===== src/rtl/dec_param_scan.sv =====
// One-hot LED decoder with a direct-select mode and three timed scan modes
// (up, down, bounce) driven by an enable-gated step divider.
module dec_param_scan #(
  parameter int SEL_W    = 4,
  parameter int TICK_DIV = 25_000_000
) (
  input  logic                  clk,
  input  logic                  rst,
  input  logic                  en,
  input  logic [1:0]            mode,
  input  logic [SEL_W-1:0]      SW,
  output logic [2**SEL_W-1:0]   LED,
  output logic [SEL_W-1:0]      pos,
  output logic                  tick
);

  localparam int CNT_W = (TICK_DIV > 1) ? $clog2(TICK_DIV) : 1;
  localparam logic [CNT_W-1:0]       CNT_MAX = CNT_W'(TICK_DIV - 1);
  localparam logic [SEL_W-1:0]       IDX_MAX = {SEL_W{1'b1}};
  localparam logic [SEL_W-1:0]       IDX_ONE = SEL_W'(1);
  localparam logic [2**SEL_W-1:0]    LED_ONE = (2**SEL_W)'(1);

  typedef enum logic [1:0] {
    MODE_DIRECT = 2'b00,
    MODE_UP     = 2'b01,
    MODE_DN     = 2'b10,
    MODE_BOUNCE = 2'b11
  } mode_e;

  logic [SEL_W-1:0] idx_q, idx_d;
  logic             dir_q, dir_d;
  logic             active_q, active_d;
  mode_e            mode_q, mode_d;
  logic [CNT_W-1:0] cnt_q, cnt_d;
  mode_e            mode_in_s;
  logic             entry_s;
  logic             tick_s;

  assign mode_in_s = mode_e'(mode);

  always_comb begin
    idx_d    = idx_q;
    dir_d    = dir_q;
    active_d = active_q;
    mode_d   = mode_q;
    cnt_d    = cnt_q;
    tick_s   = 1'b0;
    entry_s  = en && (!active_q || (mode_in_s != mode_q));
    if (en) begin
      active_d = 1'b1;
      mode_d   = mode_in_s;
      if (mode_in_s == MODE_DIRECT) begin
        idx_d = SW;
        cnt_d = '0;
      end else if (entry_s) begin
        // Fresh scan starts at SW; the first step waits a full divider period.
        idx_d = SW;
        cnt_d = '0;
        dir_d = (mode_in_s != MODE_DN);
      end else begin
        tick_s = (cnt_q == CNT_MAX);
        cnt_d  = tick_s ? '0 : cnt_q + CNT_W'(1);
        if (tick_s) begin
          case (mode_in_s)
            MODE_UP: idx_d = idx_q + IDX_ONE;
            MODE_DN: idx_d = idx_q - IDX_ONE;
            MODE_BOUNCE: begin
              if (dir_q && (idx_q == IDX_MAX)) begin
                idx_d = idx_q - IDX_ONE;
                dir_d = 1'b0;
              end else if (!dir_q && (idx_q == '0)) begin
                idx_d = idx_q + IDX_ONE;
                dir_d = 1'b1;
              end else begin
                idx_d = dir_q ? (idx_q + IDX_ONE) : (idx_q - IDX_ONE);
              end
            end
            default: idx_d = idx_q;
          endcase
        end else begin
          idx_d = idx_q;
        end
      end
    end else begin
      idx_d = idx_q;
    end
  end

  always_ff @(posedge clk or posedge rst) begin
    if (rst) begin
      idx_q    <= '0;
      dir_q    <= 1'b1;
      active_q <= 1'b0;
      mode_q   <= MODE_DIRECT;
      cnt_q    <= '0;
    end else begin
      idx_q    <= idx_d;
      dir_q    <= dir_d;
      active_q <= active_d;
      mode_q   <= mode_d;
      cnt_q    <= cnt_d;
    end
  end

  // LED stays blank until the first enabled edge; it never looks at SW directly.
  assign LED  = active_q ? (LED_ONE << idx_q) : '0;
  assign pos  = idx_q;
  assign tick = tick_s;

endmodule

===== config.mk =====
export PLATFORM = sky130hd
export DESIGN_NAME = dec_param_scan
export DESIGN_NICKNAME = d
export VERILOG_FILES = /design/src/rtl/dec_param_scan.sv
export SDC_FILE = /design/constraint.sdc
export NUM_CORES = 1
export LEC_CHECK = 0
export CORE_AREA = 2 2 97 52
export DETAILED_ROUTE_END_ITERATION = 8
export DIE_AREA = 0 0 99 54
export PLACE_DENSITY = 0.77
export REMOVE_ABC_BUFFERS = 1
export SLEW_MARGIN = 0
export SYNTH_ARGS = -nofsm -noshare
export SYNTH_HDL_FRONTEND = slang
export SYNTH_SLANG_ARGS = --single-unit
export TNS_END_PERCENT = 5

===== constraint.sdc =====
create_clock -name clk -period 2.5 [get_ports clk]
set_clock_uncertainty 0.2 [all_clocks]
set_input_delay 0.25 -clock clk [delete_from_list [all_inputs] [get_ports clk]]
set_output_delay 0.25 -clock clk [all_outputs]
set_load 0.02 [all_outputs]

==> results of run 1 <==
## final timing paths
path,from,endpoint,slack [ps],cells after the start
min in group clk,cnt_q[24],cnt_q[24],350,2
setup reg to reg,cnt_q[10],cnt_q[9],110,7
max in group asynchronous,rst,active_q,1600,3
hold reg to reg,cnt_q[24],cnt_q[24],350,2
setup / recovery,pos[1],LED[9],100,5
hold / removal,rst,cnt_q[15],150,3
## cell type report
| cell class | count | area [um2] |
|---|---|---|
| multi-input combinational | 193 | 1260 |
| clock buffer | 7 | 86.3 |
| fill | 398 | 1770 |
| inverter | 10 | 37.5 |
| sequential | 33 | 831 |
| tap | 60 | 75.1 |
| timing repair buffer | 61 | 553 |
## kinds of logic (layout without fill, tap and decap cells)
group / count (synthesis) / count (layout) / synth area share, %
and+or+nand+nor: 123 / 123 / 29.9
DFF: 33 / 33 / 37.9
buffers and inverters: 22 / 78 / 4.70
muxes: 4 / 4 / 2.01
adders and majority gates: 8 / 8 / 4.59
xor gates and xnor gates: 20 / 20 / 8.03
AOI/OAI and AO/OA: 38 / 38 / 12.8
## worst register-to-register path: stages, from the launching register on
cell,delay [ps]
dfrtp_1,370
or3_1,400
or4_4,500
buf_4,160
nor2_2,140
o21a_1,280
buf_12,180
nor2_1,60
## what timing repair did
| item | CTS | global route |
|---|---|---|
| endpoints found under the setup margin | 3 | 13 |
| buffers inserted | 0 | 0 |
| gates resized for setup | 7 | 13 |
| hold buffers | 0 | 0 |
## stage by stage
stage          util, %  total power (uW)  setup TNS (ps)  worst slack, ps  instance area, um2
4_1_cts           60.9              1400               0             31.5                2810
2_1_floorplan        -               799               0             41.1                2120
6_report          61.7              1390               0              103                2850
5_1_grt           61.7              1480           -2.34            -2.34                2850
3_3_place_gp      59.2               975            -174             -174                2740
3_5_place_dp      59.2               983            -178             -178                2740
## power by group
part / switching [uW] / internal (uW)
sequential: 35.0 / 561
combinational: 205 / 182
clock: 192 / 218
## metal layers
layer  up-vias  routed length (um)  share of wire [%]  global-route usage, %
met5         -                   0                  0                      0
met2        73                2320                 38                   33.2
met3         5                 529                8.8                   5.45
li1        989                   -                  -                      -
met1      1000                3160                 52                   40.8
met4         0                  27               0.45                   4.79
## state kept, by name, indices dropped and copies added (netlist names)
signal    flops
mode_q        2
active_q      1
cnt_q        25
pos           4
dir_q         1
## layout by cell type (no fill, tap or decap), drive strengths merged, types with 2 or more instances in the layout
cell	count
a21oi	4
a31oi	5
and3	17
and4	2
buf	33
clkbuf	7
clkdlybuf4s50	19
dfrtp	32
dlygate4sd2	2
dlymetal6s2s	7
ha	8
inv	10
mux2	3
nand2	18
nand2b	6
nand3	14
nand4	9
nor2	38
nor2b	2
nor3	3
nor4	2
o21ai	8
o22a	3
o2bb2ai	5
or2	2
or4	3
xnor2	5
xor2	15
==> summary.md, run 1 <==
| Metric | Value |
|---|---|
| Worst Setup End Kind | `output pin` |
| Die Span Y | `around 54 um` |
| Top delay family on crit path | `buffers and inverters` |
| Core area | `between 4000 and 5000 um2` |
| CTS buffer count | `5` |
| CTS tree | `done` |
| Clock root cell | `clkbuf_8` |
| # DRC | `0` |
| Die extent in x | `99 um` |
| Peak VDD IR | `279 uV` |
| Synth async-reset ratio | `100%` |
| Total track usage | `25.2%` |
| Startpoint Class | `register` |
| Hold Path Class | `input pin to async pin` |
| IO Pins | `30` |
| Htree depth | `2` |
| Vias in the first global route | `1,939` |
| Count of different cell masters after synthesis | `54` |
| Initial antenna violation count | `0` |
| Worst-Margin Slew | `431 ps` |
| Fmax achieved | `about 0.42 GHz` |
| Final ANT Viol Nets | `0` |
| Drt via density | `5.68` |
| Syn Area/Cell | `8.80 um2` |
| Buf/Inv on CP | `2` |
| Iteration-0 DRC Markers | `166` |
| Final wirelength | `6.03 mm` |
| Row Count | `18` |
| Post-Syn Area | `2180 um2` |
| Total congestion overflow | `0` |
| Top post-synthesis cells by area | `dfrtp_1, nor2_1, xor2_1` |
| Top_reg_cell synth | `dfrtp_1` |
| Drt pass-1 iters | `4` |
| Status | `complete, no violations` |
| Sequential share of the synthesized area | `37.9%` |
| Die Footprint | `around 5300 um2` |
| Min Clock Period, post-route | `2400 ps` |
| Placed Cells | `roughly 360` |
| Leak | `about 0.0014 uW` |
| Max cap viols | `0` |
| Share of layout cells above drive strength 1 | `18.4%` |
| Slowest CP cell | `clkdlybuf4s50_1` |
| Post-synth EDFFs | `0` |
| Max Root-Sink Buffers | `2` |
| Non-Filler Instances | `364` |
| Commonest cells in the netlist | `nor2_1, dfrtp_1, nand2_1` |
| Cells after Synth | `248` |
| Worst-path clk slew | `~70 ps` |
| Crit-path max FO | `6` |
| Slowest stage delay, CP | `620 ps` |
| DP HPWL | `4.56 mm` |
| Seq cells post-synth | `33` |
| WP data required | `2050 ps` |
| Final Hold Fails | `0` |
| Initial Util | `about 47%` |
| Largest net degree at the start of global routing | `34` |
| Post-layout net count | `321` |
| Yosys warnings | `0` |
| Diodes inserted | `0` |
| Critical path arrival | `approximately 2000 ps` |
| Port bufs | `29` |
| Most numerous cell in the Yosys netlist | `nor2_1` |
| Worst-Skew Late Latency | `290 ps` |
| Power Dens Cells | `between 400 and 500 nW/um2` |
| Global-route wire length before repair | `10.2 mm` |
| RD Place Congestion | `0.849` |
| Worst path cell trace | `inv_1, ha_1, nand2_1, nor2_1, clkdlybuf4s50_1` |
| Sink Count | `33` |
| Synth area leader | `dfrtp_1` |
| Routed len/inst | `16.6 um` |
| Fin. max-slew vios | `0` |
| Yosys top cell area share | `36.7%` |
| Setup violators final | `0` |
| Vias | `2,067` |
| Max_slew headroom | `a little under three quarters` |
| Crit share post-route | `95.9%` |
| Hold slack | `153 ps` |
| Critical path class | `register to output pin` |
| P&R area growth vs syn | `30.4%` |
(Power assumes the default switching activity.)
==> run 2, diff against run 1 <==
--- a/config.mk
+++ b/config.mk
@@ -8,6 +8,7 @@
 export CORE_AREA = 2 2 97 52
 export DETAILED_ROUTE_END_ITERATION = 8
 export DIE_AREA = 0 0 99 54
+export HOLD_SLACK_MARGIN = 0.1
 export PLACE_DENSITY = 0.77
 export REMOVE_ABC_BUFFERS = 1
 export SLEW_MARGIN = 0
==> results of run 2 <==
The final DEF is identical to that of run 1; final timing and power are the same.
==> run 3, diff against run 2 <==
--- a/config.mk
+++ b/config.mk
@@ -6,8 +6,10 @@
 export NUM_CORES = 1
 export LEC_CHECK = 0
 export CORE_AREA = 2 2 97 52
+export CTS_CLUSTER_DIAMETER = 80
 export DETAILED_ROUTE_END_ITERATION = 8
 export DIE_AREA = 0 0 99 54
+export GPL_ROUTABILITY_DRIVEN = 1
 export HOLD_SLACK_MARGIN = 0.1
 export PLACE_DENSITY = 0.77
 export REMOVE_ABC_BUFFERS = 1
==> results of run 3 <==
The final DEF is identical to that of run 1; final timing and power are the same.
